## src/rtl/inst_fetch_ctrl.sv

```systemverilog
// Instruction fetch sequencer: owns the PC, addresses the combinational
// instruction memory, buffers fetched words in a small prefetch FIFO and
// hands them to decode over a valid/ready handshake. Supports branch
// redirect and stops fetching on a halt word.
module inst_fetch_ctrl #(
   parameter int                 DATA_W     = 48,
   parameter int                 ADDR_W     = 5,
   parameter logic [ADDR_W-1:0]  RESET_PC   = '0,
   parameter int                 FIFO_DEPTH = 2,
   parameter logic [DATA_W-1:0]  HALT_WORD  = '0
) (
   input  logic              clk,
   input  logic              rst_n,
   input  logic              start,
   output logic [DATA_W-1:0] mem_addr,
   input  logic [DATA_W-1:0] mem_data,
   input  logic              br_valid,
   input  logic [ADDR_W-1:0] br_target,
   output logic              inst_valid,
   input  logic              inst_ready,
   output logic [DATA_W-1:0] inst_data,
   output logic [ADDR_W-1:0] inst_pc,
   output logic              busy,
   output logic              halted
);

   localparam int PTR_W = (FIFO_DEPTH > 1) ? $clog2(FIFO_DEPTH) : 1;
   localparam int CNT_W = PTR_W + 1;
   localparam logic [CNT_W-1:0] FULL_CNT = CNT_W'(FIFO_DEPTH);

   typedef enum logic [1:0] {
      IDLE  = 2'd0,
      FETCH = 2'd1,
      HALT  = 2'd2
   } state_t;

   state_t            state;
   logic [ADDR_W-1:0] pc;
   logic [PTR_W-1:0]  rd_ptr;
   logic [PTR_W-1:0]  wr_ptr;
   logic [CNT_W-1:0]  count;

   logic [DATA_W-1:0] data_q [FIFO_DEPTH];
   logic [ADDR_W-1:0] pc_q   [FIFO_DEPTH];

   logic pop;
   logic full;
   logic redirect;
   logic fetch_en;
   logic is_halt;
   logic push;

   // Handshake and fetch qualification. A fetch is allowed into a full FIFO
   // when the head leaves in the same cycle, which keeps 1 word/cycle.
   assign inst_valid = (count != '0);
   assign pop        = inst_valid && inst_ready;
   assign full       = (count == FULL_CNT);
   assign redirect   = br_valid && (state != IDLE);
   assign fetch_en   = (state == FETCH) && !br_valid && (!full || pop);
   assign is_halt    = (mem_data == HALT_WORD);
   assign push       = fetch_en && !is_halt;

   assign mem_addr = {{(DATA_W-ADDR_W){1'b0}}, pc};

   // FIFO head is presented from storage registers; forced to zero when
   // empty so the outputs read as zero after reset or a flush.
   assign inst_data = inst_valid ? data_q[rd_ptr] : '0;
   assign inst_pc   = inst_valid ? pc_q[rd_ptr]   : '0;

   assign busy   = (state == FETCH);
   assign halted = (state == HALT) && !inst_valid;

   // Sequencer state, PC and FIFO bookkeeping; redirect wins over everything
   // and empties the FIFO (a simultaneous pop has already been consumed).
   always_ff @(posedge clk or negedge rst_n) begin
      if (!rst_n) begin
         state  <= IDLE;
         pc     <= RESET_PC;
         rd_ptr <= '0;
         wr_ptr <= '0;
         count  <= '0;
      end else if (redirect) begin
         state  <= FETCH;
         pc     <= br_target;
         rd_ptr <= '0;
         wr_ptr <= '0;
         count  <= '0;
      end else begin
         if ((state == IDLE) && start) begin
            state <= FETCH;
         end
         if (fetch_en) begin
            if (is_halt) begin
               state <= HALT;
            end else begin
               pc <= pc + ADDR_W'(1);
            end
         end
         if (push) begin
            wr_ptr <= wr_ptr + PTR_W'(1);
         end
         if (pop) begin
            rd_ptr <= rd_ptr + PTR_W'(1);
         end
         case ({push, pop})
            2'b10:   count <= count + CNT_W'(1);
            2'b01:   count <= count - CNT_W'(1);
            default: count <= count;
         endcase
      end
   end

   // FIFO payload storage; written only on a push, never reset since the
   // occupancy count alone decides what is valid.
   always_ff @(posedge clk) begin
      if (push) begin
         data_q[wr_ptr] <= mem_data;
         pc_q[wr_ptr]   <= pc;
      end
   end

endmodule

```

## config.mk

```make
export PLATFORM = sky130hd
export DESIGN_NAME = inst_fetch_ctrl
export DESIGN_NICKNAME = d
export VERILOG_FILES = /design/src/rtl/inst_fetch_ctrl.sv
export SDC_FILE = /design/constraint.sdc
export NUM_CORES = 1
export LEC_CHECK = 0
export CORE_ASPECT_RATIO = 0.8
export CORE_UTILIZATION = 37
export DETAILED_ROUTE_END_ITERATION = 6
export PLACE_DENSITY = 0.66
export SLEW_MARGIN = 20
export SYNTH_ARGS = -nofsm -noshare
export SYNTH_HDL_FRONTEND = slang
export SYNTH_SLANG_ARGS = --single-unit
```

## constraint.sdc

```tcl
create_clock -name clk -period 4.3 [get_ports clk]
set_clock_uncertainty 0.2 [all_clocks]
set_input_delay 0.645 -clock clk [delete_from_list [all_inputs] [get_ports clk]]
set_output_delay 0.645 -clock clk [all_outputs]
set_load 0.02 [all_outputs]
```

### After elaboration in Yosys (flattened, before gate mapping)

Memory sizes are Yosys's and may differ from the RTL's.
Index checks and enable logic that the tools add are counted.

| storage, ports and cells | value |
|---|---|
| word-level logic and storage cells | 56 |
| RAM bits | 106 |
| memories | 2 |
| input bits | 58 |
| output and inout port bits | 104 |
| bits in registers | 11 |

| cells by class | value |
|---|---|
| equality and inequality tests | 6 |
| reduce and logical (&&, ||, !) cells | 21 |
| mux-type cells | 17 |
| $add $sub $neg | 5 |

Memories:

| name | depth | bits a word | read ports | clocked after Yosys merged registers in | write ports | line | text |
|---|---|---|---|---|---|---|---|
| data_q | 2 | 48 | 1 | 0 | 1 | 43 | `logic [DATA_W-1:0] data_q [FIFO_DEPTH];` |
| pc_q | 2 | 5 | 1 | 0 | 1 | 44 | `logic [ADDR_W-1:0] pc_q [FIFO_DEPTH];` |

Operators by type and width:

| kind | number |
|---|---|
| $logic_not 48->1 | 1 |
| $mux 48 | 1 |
| $mux 5 | 4 |
| $mux 2 | 5 |
| $reduce_bool 2->1 | 5 |
| $logic_and 1x1->1 | 7 |
| $eq 2x2->1 const B | 3 |
| $mux 1 | 6 |
| $add 5x1->5 const B | 1 |
| $eq 2x1->1 const B | 2 |
| $logic_not 1->1 | 4 |
| $pmux 2 s2 | 1 |
| $reduce_bool 3->1 | 1 |
| $add 1x1->1 const B | 2 |
| $add 2x1->2 const B | 1 |
| $logic_not 2->1 | 1 |
| $ne 2x2->1 const B | 1 |
| $reduce_and 2->1 | 1 |
| $sub 2x1->2 const B | 1 |
| $logic_or 1x1->1 | 1 |

### Depth between registers and ports, before layout

Gate-level depths: netlist (run 1).

| depth | value |
|---|---|
| word-level depth | 8 |
| mapped depth | 6 |
| mapped depth without buffers | 6 |

### Worst setup path after synthesis (run 1)

Ideal clock, no wire load.

| timing path | value |
|---|---|
| path type | flip-flop to flip-flop |
| start | register state[0] |
| end | memory data_q[0][0] (enable) |
| setup slack | 0.047 ns |
| required time | 3.636 ns |
| path buffers | 1 |
| period minus slack after synthesis | 4.253 ns |
| data arrival time | 3.588 ns |
| stages on the path, launching flop included | 6 |
| cells stage by stage | dfrtp_1 nor2b_1 nor3b_2 o31ai_4 buf_6 nor2_1 |

| on the way | value |
|---|---|
| word-level cells in the longest chain between the ends | 6 |

RTL lines:

| element | line | text |
|---|---|---|
| start, declared | 37 | `state_t state;` |
| start signal, assigned | 77 | `state <= IDLE;` |
| start signal, assigned | 83 | `state <= FETCH;` |
| start signal, assigned | 90 | `state <= FETCH;` |
| $eq 2x1->1 | - |  |
| net busy | 23 | `output logic busy,` |
| $logic_and 1x1->1 (2 in a row) | 59 | `assign fetch_en = (state == FETCH) && !br_valid && (!full \|\| pop);` |
| $logic_and 1x1->1 | 61 | `assign push = fetch_en && !is_halt;` |
| $mux 1 | 116 | `if (push) begin` |
| $mux 1 (implied by the code) | 117 | `data_q[wr_ptr] <= mem_data;` |
| end, declared | 43 |  |

The timed path passes the listed nets, and every way through them passes these cells.

### Worst setup path in the final report (run 1)

| timing path | value |
|---|---|
| start | register rd_ptr |
| end | output port inst_data[5] |

| on the way | value |
|---|---|
| word-level cells in the longest chain between the ends | 2 |

RTL lines:

| element | line | text |
|---|---|---|
| start, declared | 39 | `logic [PTR_W-1:0] rd_ptr;` |
| start signal, assigned | 103 | `rd_ptr <= rd_ptr + PTR_W'(1);` |
| $mem_v2 2x48 | - |  |
| $mux 48 | 67 | `assign inst_data = inst_valid ? data_q[rd_ptr] : '0;` |
| end, declared | 21 | `output logic [DATA_W-1:0] inst_data,` |

Every way passes these cells.

==> impl.org, run 1 <==
** Layout
- Fill cell total of the finished layout :: 1,067
- The finished layout holds ~670 standard cells, fillers aside.
- Cells with a size suffix above 1 make up 8.925% of the layout.
- Util after Layout :: a little over half
- Number of nets at the end of the flow :: 540
- Compared with the post-synthesis result, the final layout area differs by 37.62%.
- Registers take roughly 3500 µm².
- Area of the multi-input gates :: 1350 µm²
- Antenna diodes :: 0

** Timing
- In the finished design, the share of the clock period the worst path needs comes to between 70% and 80%.
- Setup violations remaining at the end of the flow were counted as 0.
- Final-report max-slew violation count :: 0
- Setup TNS :: 0 ns
- Slew Limit Headroom :: around 53%
- Setup repair after global routing left no endpoint under its margin.
- Number of failing hold endpoints at the final stage :: 0
- Minimum clock period after layout :: between 3 and 4 ns
- At the pin with the least slew margin, the transition time is roughly 0.7 ns.
- Derived from the worst setup path, the maximum achievable clock frequency is slightly above 300 MHz.

** Floorplanning
- Starting density of the core :: between 30% and 40%
- The initialized floorplan defines 37 standard-cell rows.
- The die is 106.2 µm tall.
- Measured along the x axis, the die boundary spans 132.3 µm.
- The floorplan step defined a die boundary enclosing approximately 14,000 µm².
- Num ports :: 162
- The core region is around 13,000 µm².

** Yosys
- Fraction of the yosys area taken by sequential cells :: between 60 and 70%
- Counting distinct cell types in the post-synthesis netlist gives 35.
- In the synthesized netlist the dominant register cell turns out to be sky130_fd_sc_hd__edfxtp_1.
- Yosys mapped a number of flops with a built-in enable equal to between 100 and 150.
- #FFs+latches synth :: between 100 and 150
- For this run, asynchronously set or reset flops after synthesis account for 9.402%.
- During synthesis, Yosys emitted a total of 0 warnings.
- Mean instance size in the synthesized netlist :: 14.40 µm²
- Mapped Cells :: about 350
- In this run the cell area of the synthesized design comes to 5025 µm².

** Clock tree
- Post-CTS Resized :: 0
- After clock tree synthesis, the clock-pin slew on the worst setup and hold paths is ~0.050 ns.
- Number of clock sinks seen by CTS :: roughly 120
- Hold buffers post-CTS :: 0
- Root Buffer Master :: sky130_fd_sc_hd__clkbuf_16
- No sink is reached through more buffers than the 2 on the longest clock path.
- TritonCTS built the clock tree.
- Buffer count from post-CTS setup fixing :: 0
- For the worst-skew pair, the clock arrives at the later sink with an insertion delay of around 0.4 ns.
- The H-tree generated during clock tree synthesis spans 4 levels.
- Number of buffers created by CTS :: 17

** Power
- Of the total power, the share spent switching nets is a little over a quarter.
- Total power per unit cell area :: 523.3 nW/µm²
- Clock share of power :: 39.2%
- Switching power total :: 0.0009609 W
- Registers are responsible for between 30% and 40% of the overall power.
- Power comes to ~0.0036 W.
- Part of the total power dissipated in combinational logic :: a little over a fifth
- Cell internal power was estimated by the tool at roughly 0.0027 W.
- For this design the static power due to leakage is around 2.4 nW.
- Maximum vdd ir drop :: 315.5 µV

** Critical path
- Critical path launch point type :: flip-flop
- Crit Path Max Fanout :: 38
- Worst setup slack for register-to-register paths :: 1.85 ns
- STA classifies the critical path endpoint as an output port.
- In this run the critical register-to-register path is launched from state[0]$_DFF_PN0_.
- For the worst setup path, the data required time is around 3.5 ns.
- The number of cells on the worst reg-to-reg path is 5.
- The critical path in this run is classified as reg2out.
- Critical Path Max Stage Delay :: a little under 0.9 ns
- The slowest stage of the critical path belongs to the cell sky130_fd_sc_hd__dfrtp_4.
- Endpoint of the lowest-slack register-to-register path :: data_q[1][8]$_DFFE_PP_
- Walking the worst path, the cells encountered are buf_4 -> mux2i_1 -> nor2_1 -> clkdlybuf4s50_1.
- Data arrival time of the critical path :: roughly 2.5 ns

** Place
- Half-perimeter wire length after placement :: 7.224 mm
- Once placement completed, the tool counted placed cells totaling around 640.
- PortBufs :: between 100 and 150
- Final weighted congestion of routability-driven global placement :: approximately 0.76

** Hold path
- The worst hold path terminates at pc_q[0][1]$_DFFE_PP_.
- In this run the most critical hold path is launched from pc[1]$_DFFE_PN0P_.
- Hold Path Class :: reg2reg
- The worst hold path passes through 0 cells.

** Run
- Max-cap violations in this run came to 0.

** Routing
- After detailed routing, the number of remaining DRC violations is 0.
- Antenna violation net count after detailed routing :: 0
- The routed layout has 3,111 vias.
- Via-per-instance ratio :: 4.657
- Number of DRC markers in iteration 0 :: ~160
- WL per Instance :: 15.63 µm
- For this block, the routed nets add up to approximately 10 mm of wire.
- Detailed-routing iteration count for the pre-antenna-repair pass :: 4

** GRT
- Maximum number of pins on one net before global-route repair :: 44
- For this run, the total global-route usage over all layers was measured as 15.50%.
- The initial antenna violation count came to 0.
- Overall overflow remaining after global route :: 0
- The via count of the first global-routing pass is just under 3,000.
- First-pass GRT wire length :: 15.99 mm

** Run status
- The flow ran to the end, and the final reports show no timing, DRC or antenna violations.
==> critical path: cells and delay by family (launching register included) <==
family                 cells  cell delay (ns)
multiplexers               1             0.25
flip-flops                 1             0.87
buffers and inverters      2             0.88
AND/OR/NAND/NOR            1             0.06
==> per-layer routing <==
layer  share of wire [%]  global-route usage [%]  vias up
li1                    -                       -     1456
met1                  47                   20.97     1509
met2                  46                   23.36      139
met3                 6.9                   5.484        7
met4                0.53                   4.762        0
met5                   0                       0        -
==> logic make-up after synthesis <==
group,share of synthesized area [%]
AOI/OAI and AO/OA,2.440
xor gates and xnor gates,0.6973
adders and majority gates,0.2490
buffers and inverters,7.893
DFF,68.82
muxes,10.76
other,0.07463
and+or+nand+nor,9.064
==> synth_stat cells, types with 2 or more instances <==
library cell	count	share of area [%]
sky130_fd_sc_hd__a311o_1	2	0.40
sky130_fd_sc_hd__buf_2	5	0.50
sky130_fd_sc_hd__buf_4	43	6.4
sky130_fd_sc_hd__clkbuf_1	6	0.45
sky130_fd_sc_hd__dfrtp_1	11	5.5
sky130_fd_sc_hd__edfxtp_1	106	63
sky130_fd_sc_hd__inv_1	4	0.30
sky130_fd_sc_hd__mux2i_1	54	11
sky130_fd_sc_hd__nand2_1	8	0.60
sky130_fd_sc_hd__nand3_1	5	0.50
sky130_fd_sc_hd__nand4_1	3	0.37
sky130_fd_sc_hd__nor2_1	61	4.6
sky130_fd_sc_hd__nor3_1	4	0.40
sky130_fd_sc_hd__nor4_1	9	1.1
sky130_fd_sc_hd__nor4_2	3	0.75
sky130_fd_sc_hd__o21a_1	2	0.30
sky130_fd_sc_hd__o21ai_0	2	0.20
sky130_fd_sc_hd__o21ai_1	2	0.20
sky130_fd_sc_hd__xnor2_1	2	0.35
sky130_fd_sc_hd__xor2_1	2	0.35
==> worst max path at each step <==
stage                                   from                      end  slack (ns)
after floorplan           state[0]$_DFF_PN0_   data_q[0][0]$_DFFE_PP_        0.05
after global placement            inst_ready  data_q[1][32]$_DFFE_PP_        0.76
after detailed placement          inst_ready   data_q[0][9]$_DFFE_PP_        0.78
after CTS                 rd_ptr$_DFFE_PN0P_             inst_data[1]        0.95
after global routing      rd_ptr$_DFFE_PN0P_            inst_data[37]        0.87
final                     rd_ptr$_DFFE_PN0P_             inst_data[5]         1.0
==> cells in the final DEF, fill, tap and decap left out, drive strengths merged, types with 2 or more instances in the layout <==
master,synthesis,layout
bufinv,0,4
dfrtp,11,11
conb,1,43
nand2,8,8
mux2i,54,54
nor2,61,61
clkinv,0,6
buf,49,8
nand4,3,3
xor2,2,2
edfxtp,106,106
xnor2,2,2
o21a,2,2
o21ai,4,4
nand3,5,5
a311o,2,2
nor4,12,12
clkbuf,6,20
nor3,4,4
nor3b,2,2
clkdlybuf4s50,0,118
inv,4,4
==> cell type report <==
cell class	instances	share of cell area, %
clock buffer	20	6.314
inverter	4	0.2171
sequential	117	50.06
timing repair buffer	126	18.42
clock inverter	11	2.298
tap	175	3.166
multi-input combinational	215	19.52
==> sequential cells by signal (all words and copies together) (netlist names) <==
name and flops:
count 2, state 2, pc_q 10, pc 5, data_q 96, wr_ptr 1, rd_ptr 1
==> power groups by stage <==
stage | sequential [W] | combinational, W | clock, W
final | 0.00141 | 0.000789 | 0.00142
after global routing | 0.00142 | 0.000844 | 0.00150
after CTS | 0.00141 | 0.000794 | 0.00144
after detailed placement | 0.00143 | 0.000790 | 0
after global placement | 0.00143 | 0.000780 | 0
after floorplan | 0.00140 | 0.000476 | 0
==> through the flow <==
stage | worst slack (ns) | hold WS, ns | area (µm²)
3_3_place_gp | 0.7609 | 0.3429 | 6272
2_1_floorplan | 0.04726 | 0.1494 | 5182
4_1_cts | 0.9493 | 0.3736 | 6895
3_5_place_dp | 0.7812 | 0.3568 | 6300
6_report | 0.9980 | 0.3759 | 6915
5_1_grt | 0.8662 | 0.3891 | 6915
No activity file was read; power rests on OpenSTA's default activity.
==> run 2: changes to the inputs <==
PLACE_DENSITY = 0.69   (was 0.66)
clock period = 2.7 ns   (was 4.3 ns; I/O delays follow)
==> impl.org, run 2 (synthesis gave the netlist of run 1 again) <==
** Layout
- The number of flip-flops in the largest register came to 96 (unchanged).
- More flip-flops sit in one register than any other, and that register is data_q.
- The layout filler cell count is 1,051 (-1.5%).
- Number of nets at the end of the flow :: 563 (+4.3%)
- Relative to the synthesized area, the layout overhead comes to 43.77%.
- The largest registers in the layout are data_q x96, pc_q x10, pc x5.
- Layout cell share with drive strength beyond 1 :: 14.31% (+5.4 points)
- Most used cells in the layout excluding fill and tap cells :: sky130_fd_sc_hd__clkdlybuf4s50_1, sky130_fd_sc_hd__edfxtp_1, sky130_fd_sc_hd__nor2_1
- Antenna diodes :: 0 (unchanged)
- Most frequent standard cell in the layout excluding fill and tap cells :: sky130_fd_sc_hd__clkdlybuf4s50_1

** Timing
- Worst hold margin :: 0.1398 ns (-0.2361 ns)
- Final Setup Violations :: 0 (unchanged)
- Number of failing hold endpoints at the final stage :: 0 (unchanged)
- Min setup slack post-route :: 0.07532 ns (-0.9227 ns)
- Setup repair after global routing left no endpoint under its margin.
- The final sum of negative setup slack came to 0 ns (unchanged).
- Final-report max-slew violation count :: 0 (unchanged)
- Minimum clock period after layout :: 2.625 ns
- Slew of the pin with the lowest slew margin :: 0.7000 ns (+0.004015 ns)
- The final critical path takes up a little over nine tenths of the cycle.
- Slew Limit Headroom :: 53.02% (-0.27 points)
- Static timing analysis puts the maximum clock frequency at between 300 and 400 MHz.

** Critical path
- The critical path is of the reg2out type.
- STA classifies the critical path startpoint as a flip-flop.
- The data arrival time of the worst path was 2.02 ns (-0.44 ns).
- The worst reg2reg path depth came to 6 (+1).
- Origin of the critical flop-to-flop path :: state[0]$_DFF_PN0_
- Required time of the worst setup path :: 2.10 ns (-1.35 ns)
- Startpoint of the most critical setup path :: rd_ptr$_DFFE_PN0P_
- STA classifies the critical path endpoint as an output port.
- Endpoint of the lowest-slack register-to-register path :: data_q[1][42]$_DFFE_PP_
- Worst setup slack for register-to-register paths :: 0.48 ns (-1.37 ns)
- The highest fanout seen on the critical path is 19 (-50%).

** GRT
- The initial antenna violation count is 0 (unchanged).
- The overall overflow remaining after global route is 0 (unchanged).
- Total Routing Usage GR :: 16.29% (+0.79 points)
- Number of global-route vias before repair :: 3,234 (+9.0%)
- Maximum number of pins on one net before global-route repair :: 26 (-41%)
- The first-pass GRT wire length came to 16.98 mm (+6.2%).

** Floorplanning
- Floorplan die area :: 14,050 µm² (unchanged)
- The initial core utilization was 38.49% (unchanged).
- Num ports :: 162 (unchanged)
- Cell Rows :: 37 (unchanged)
- The die span in x came to 132.3 µm (unchanged).
- Core footprint :: 13,060 µm² (unchanged)
- Die height :: 106.2 µm (unchanged)

** Power
- The standby leakage power was 2.570 nW (+6.5%).
- The total power density per cell area came to 823.9 nW/µm² (+57%).
- The peak supply drop was 491.9 µV (+56%).

** Place
- Placement Setup Slack :: -0.1619 ns (-0.9430 ns)
- Final weighted congestion of routability-driven global placement :: 0.7865 (+3.5%)
- Half-perimeter wire length after placement :: 7.693 mm (+6.5%)
- PortBufs :: 118 (unchanged)

** Routing
- Number of DRC markers in iteration 0 :: 187 (+15%)
- The detailed-route vias per instance was 4.601 (-1.2%).
- Total number of vias :: 3,184 (+2.3%)
- The DRC violations left is 0 (unchanged).
- The final wirelength came to 10.81 mm (+3.5%).
- The count of nets left with antenna violations after detail routing is 0 (unchanged).
- The mean routed wirelength per cell came to 15.62 µm (about the same).
- Detailed-routing iteration count for the pre-antenna-repair pass :: 4 (unchanged)

** Clock tree
- Source-to-sink clock delay at the later pin of the worst-skew pair :: 0.41 ns (about the same)
- TritonCTS built the clock tree.
- The number of buffers on the longest clock path was 2 (unchanged).
- The quantity of hold-fixing buffers added after cts is 0 (unchanged).
- Clock input transition at the sequential cells of the worst setup and hold paths :: 0.06 ns (about the same)
- The total CTS buffers came to 17 (unchanged).
- The tree is rooted in a sky130_fd_sc_hd__clkbuf_16.
- The depth of the CTS H-tree was 4 (unchanged).
- Number of clock sinks seen by CTS :: 117 (unchanged)

** Run
- Total of max-cap violations :: 0 (unchanged)

** Run status
- The run finished with clean final reports.

** Hold path
- The min-delay analysis places its worst path in the category in2async.
-- run 2: cell types whose count changed in the layout (fill, tap and decap cells not counted), sizes merged --
cell           before  now
buf                 8   31
clkbuf             20   17
clkdlybuf4s50     118  117
clkinv              6    4
clkinvlp            1    6
dlymetal6s2s        0    1
inv                 4    5
-- run 2: how the worst max path moves through the flow --
| stage | slack, ns | end |
|---|---|---|
| after floorplan | 0.05 | data_q[0][0]$_DFFE_PP_ |
| after global placement | -0.13 | data_q[1][34]$_DFFE_PP_ |
| after detailed placement | -0.16 | data_q[1][29]$_DFFE_PP_ |
| after CTS | 0.05 | inst_pc[1] |
| after global routing | 0.009 | inst_data[0] |
| final | 0.08 | inst_data[0] |
-- run 2: worst max-delay path, cell delays in order (launching register included) --
cell and delay [ns]:
sky130_fd_sc_hd__dfrtp_4 0.52, sky130_fd_sc_hd__buf_12 0.19, sky130_fd_sc_hd__mux2i_1 0.13, sky130_fd_sc_hd__nor2_1 0.14, sky130_fd_sc_hd__clkdlybuf4s50_1 0.63
-- run 2: report_power, final --
part           total (W)  switching (W)  internal (W)
clock network    0.00235       0.000808       0.00155
logic            0.00140       0.000756      0.000641
registers        0.00220      0.0000662       0.00213
-- run 2: cell type report --
class                   instances  area [µm²]  share of cell area [%]
clock buffers                  17       425.4                   5.888
flip-flops and latches        117        3462                   47.92
well taps                     175       219.0                   3.031
inverters                       4       15.01                  0.2078
clock inverters                15       205.2                   2.840
multi-input cells             215        1353                   18.72
repair buffers                149        1545                   21.39
-- run 2: stage by stage --
step           utilization [%]  area, µm²  cells  power (W)
3_3_place_gp             50.31       6568    659   0.003605
3_5_place_dp             50.31       6568    659   0.003621
4_1_cts                  55.29       7218    692   0.005996
6_report                 55.34       7224    692   0.005953
2_1_floorplan                -       5200    391   0.002987
5_1_grt                  55.34       7224    692   0.006176
-- run 2: repair_timing --
action                     CTS  global route
gates resized for setup      0             2
hold endpoints to repair     0             0
setup endpoints to repair   33             4
setup buffers                1             0
pin swaps                    0             0
-- run 2: layer usage --
metal	share of wire (%)	GRT usage [%]	wire, µm
met5	0	0	0
met4	1.2	5.829	132
met3	5.7	4.816	619
met2	47	25.47	5044
met1	46	21.59	5015
==> run 3: changes to the inputs <==
PLACE_DENSITY = 0.66   (was 0.69)
clock period = 2.65 ns   (was 2.7 ns; I/O delays follow)
==> impl.org, run 3 (synthesis gave the netlist of run 1 again) <==
** Power
- Maximum vdd ir drop :: 651.0 µV (+32%)
- The fraction of power spent switching nets came to 26.52% (-0.88 points).
- Switching power total :: 0.001594 W (-2.2%)
- The clock group share of total power was 40.0% (+0.5 points).
- The portion of total power attributed to combinational logic came to 22.7% (-0.8 points).
- Share of power burned in registers :: 37.3% (+0.3 points)
- The standby leakage power is 2.907 nW (+13%).
- Internal :: 0.004418 W (+2.2%)
- The total power density per cell area was 838.2 nW/µm² (+1.7%).
- Total power draw :: 0.006013 W (+1.0%)

** Timing
- Slew Limit Headroom :: 49.62% (-3.4 points)
- The final number of hold-violating endpoints is 0 (unchanged).
- The setup slack after layout came to 0.04900 ns (-0.02632 ns).
- The transition time at the pin with the least slew margin came to 0.7507 ns (+0.05069 ns).
- In the finished design, the share of the clock period the worst path needs comes to 98.15%.
- The number of max-slew violations in the final report was 0 (unchanged).
- The worst path needs about 2.6 ns of the cycle, external delays included.
- The total setup violations reported at the end of the flow was 0 (unchanged).
- Based on the critical path, the design can be clocked at up to a little under 400 MHz.

** Critical path
- STA classifies the critical path startpoint as a flip-flop.
- In this run the critical register-to-register path is captured at data_q[0][3]$_DFFE_PP_.
- Slowest cell on the critical path :: sky130_fd_sc_hd__clkdlybuf4s50_1
- In this run the critical register-to-register path is launched from state[0]$_DFF_PN0_.
- The critical path is of the reg2out type.
- The highest fanout seen on the critical path is 12 (-7).
- Traced cell by cell, the critical path runs through buf_4 -> mux2i_1 -> nor2_1 -> clkdlybuf4s50_1.
- The worst setup path is captured at an output port.
- Critical Path Max Stage Delay :: 0.61 ns (-0.02 ns)
- The internal reg-to-reg setup slack was 0.53 ns (+0.05 ns).
- Grouping stages by cell kind, the critical path spends the most delay in buffers and inverters.
- Worst path bufs/invs :: 2 (unchanged)
- Number of cells on the worst reg-to-reg path :: 6 (unchanged)
- The data arrival time of the worst path was 2.00 ns (-0.02 ns).
- The worst path required time is 2.05 ns (-0.05 ns).

** Routing
- Number of DRC markers in iteration 0 :: 268 (+43%)
- The detailed-route vias per instance came to 4.652 (+1.1%).
- Total number of vias :: 3,177 (-0.22%)
- The count of TritonRoute iterations in the first routing pass was 5 (+1).
- The DRC violations left is 0 (unchanged).
- Total Routed Length :: 11.02 mm (+2.0%)
- The mean routed wirelength per cell was 16.14 µm (+3.3%).
- Antenna violation net count after detailed routing :: 0 (unchanged)

** Layout
- Fin cells :: 683 (-1.3%)
- Leaving out fill and tap cells, the most frequent cell in the layout is sky130_fd_sc_hd__edfxtp_1.
- The share of layout cells above drive strength 1 is 12.20% (-2.1 points).
- Util after Layout :: 54.95% (-0.39 points)
- Largest Register :: data_q
- The number of flip-flops in the largest register was 96 (unchanged).
- The area growth from synthesis to layout is 42.75%.
- In the layout the commonest cells are sky130_fd_sc_hd__edfxtp_1, sky130_fd_sc_hd__clkdlybuf4s50_1, sky130_fd_sc_hd__nor2_1.
- The number of antenna diodes is 0 (unchanged).
- Top Registers :: data_q x96, pc_q x10, pc x5
- Area of all placed cells without fillers :: 7173 µm² (-0.71%)
- Number of nets at the end of the flow :: 556 (-1.2%)

** GRT
- The overall overflow remaining after global route was 0 (unchanged).
- The first-pass GRT wire length came to 16.76 mm (-1.3%).
- Total Routing Usage GR :: 16.20% (-0.090 points)
- Maximum number of pins on one net before global-route repair :: 29 (+12%)
- Number of global-route vias before repair :: 3,102 (-4.1%)
- The initial antenna violation count was 0 (unchanged).

** Clock tree
- Number of buffers created by CTS :: 17 (unchanged)
- Root Buffer Master :: sky130_fd_sc_hd__clkbuf_16
- Deepest level of the CTS H-tree :: 4 (unchanged)
- Number of clock sinks seen by CTS :: 117 (unchanged)
- Source-to-sink clock delay at the later pin of the worst-skew pair :: 0.41 ns (about the same)
- TritonCTS clock tree :: built
- The register clock-pin slew on the reported worst setup and hold paths is 0.05 ns (about the same).
- The number of buffers on the longest clock path is 2 (unchanged).

** Floorplanning
- Cell Rows :: 37 (unchanged)
- Die height :: 106.2 µm (unchanged)
- The die span in x was 132.3 µm (unchanged).
- The initial core utilization came to 38.49% (unchanged).
- The I/O pin total was 162 (unchanged).
- The core footprint is 13,060 µm² (unchanged).
- The full die area was 14,050 µm² (unchanged).

** Place
- Placement Setup Slack :: -0.1849 ns (-0.02303 ns)
- The number of placed instances, taps included was 650 (-1.4%).
- The detailed placement HPWL came to 7.509 mm (-2.4%).
- The post-placement cell area was 6487 µm² (-1.2%).
- The last weighted congestion value of the routability-driven placer is 0.7742 (-1.6%).
- PortBufs :: 118 (unchanged)

** Run
- Total of max-cap violations :: 0 (unchanged)

** Hold path
- Hold Path Class :: in2async

** Run status
- Run status :: complete, no violations
-- run 3: cell types whose count changed in the layout (fill, tap and decap cells not counted), sizes merged, moves of 3 or more --
cell           change
buf                -7
dlymetal6s2s      +21
clkdlybuf4s50     -27
clkinvlp           -6
dlygate4sd2        +6
clkinv             +3
-- run 3: worst max-delay path by stage --
stage	start	slack (ns)	to	cells after the start
floorplan	state[0]$_DFF_PN0_	0.004	data_q[0][0]$_DFFE_PP_	5
global placement	mem_data[34]	-0.13	pc[3]$_DFFE_PN0P_	8
detailed placement	mem_data[7]	-0.18	pc[3]$_DFFE_PN0P_	8
CTS	rd_ptr$_DFFE_PN0P_	0.007	inst_data[4]	4
global route	rd_ptr$_DFFE_PN0P_	-0.006	inst_data[36]	4
finish	rd_ptr$_DFFE_PN0P_	0.05	inst_data[36]	4
-- run 3: power by group through the flow --
| stage | Clock (W) | Combinational [W] | Sequential, W |
|---|---|---|---|
| floorplan | 0 | 0.000776 | 0.00227 |
| global placement | 0 | 0.00136 | 0.00229 |
| detailed placement | 0 | 0.00137 | 0.00230 |
| CTS | 0.00244 | 0.00141 | 0.00224 |
| global route | 0.00252 | 0.00146 | 0.00225 |
| finish | 0.00241 | 0.00137 | 0.00224 |
-- run 3: layout make-up --
class,instances,area (µm²)
inverter,4,15.01
multi-input combinational,215,1353
tap,175,219.0
sequential,117,3462
timing repair buffer,142,1509
clock buffer,18,429.2
fill,1061,5882
clock inverter,12,186.4
-- run 3: what timing repair did --
action / in CTS / in global routing
setup buffers: 3 / 0
hold buffers: 0 / 0
gates resized for setup: 6 / 22
pin swaps: 0 / 0
hold endpoints to repair: 0 / 0
setup endpoints to repair: 37 / 22
-- run 3: per-layer routing --
layer	track usage, %	part of all wire, %
met1	19.65	44
met2	26.34	48
met3	5.150	6.3
met4	7.718	1.5
met5	0	0
-- run 3: stage by stage --
step                      hold slack [ns]    TNS, ns
after floorplan                  -0.09809          0
after global placement             0.3404     -12.60
after detailed placement           0.3506     -16.71
after CTS                          0.1667          0
after global routing               0.1794  -0.008358
final                              0.1470          0
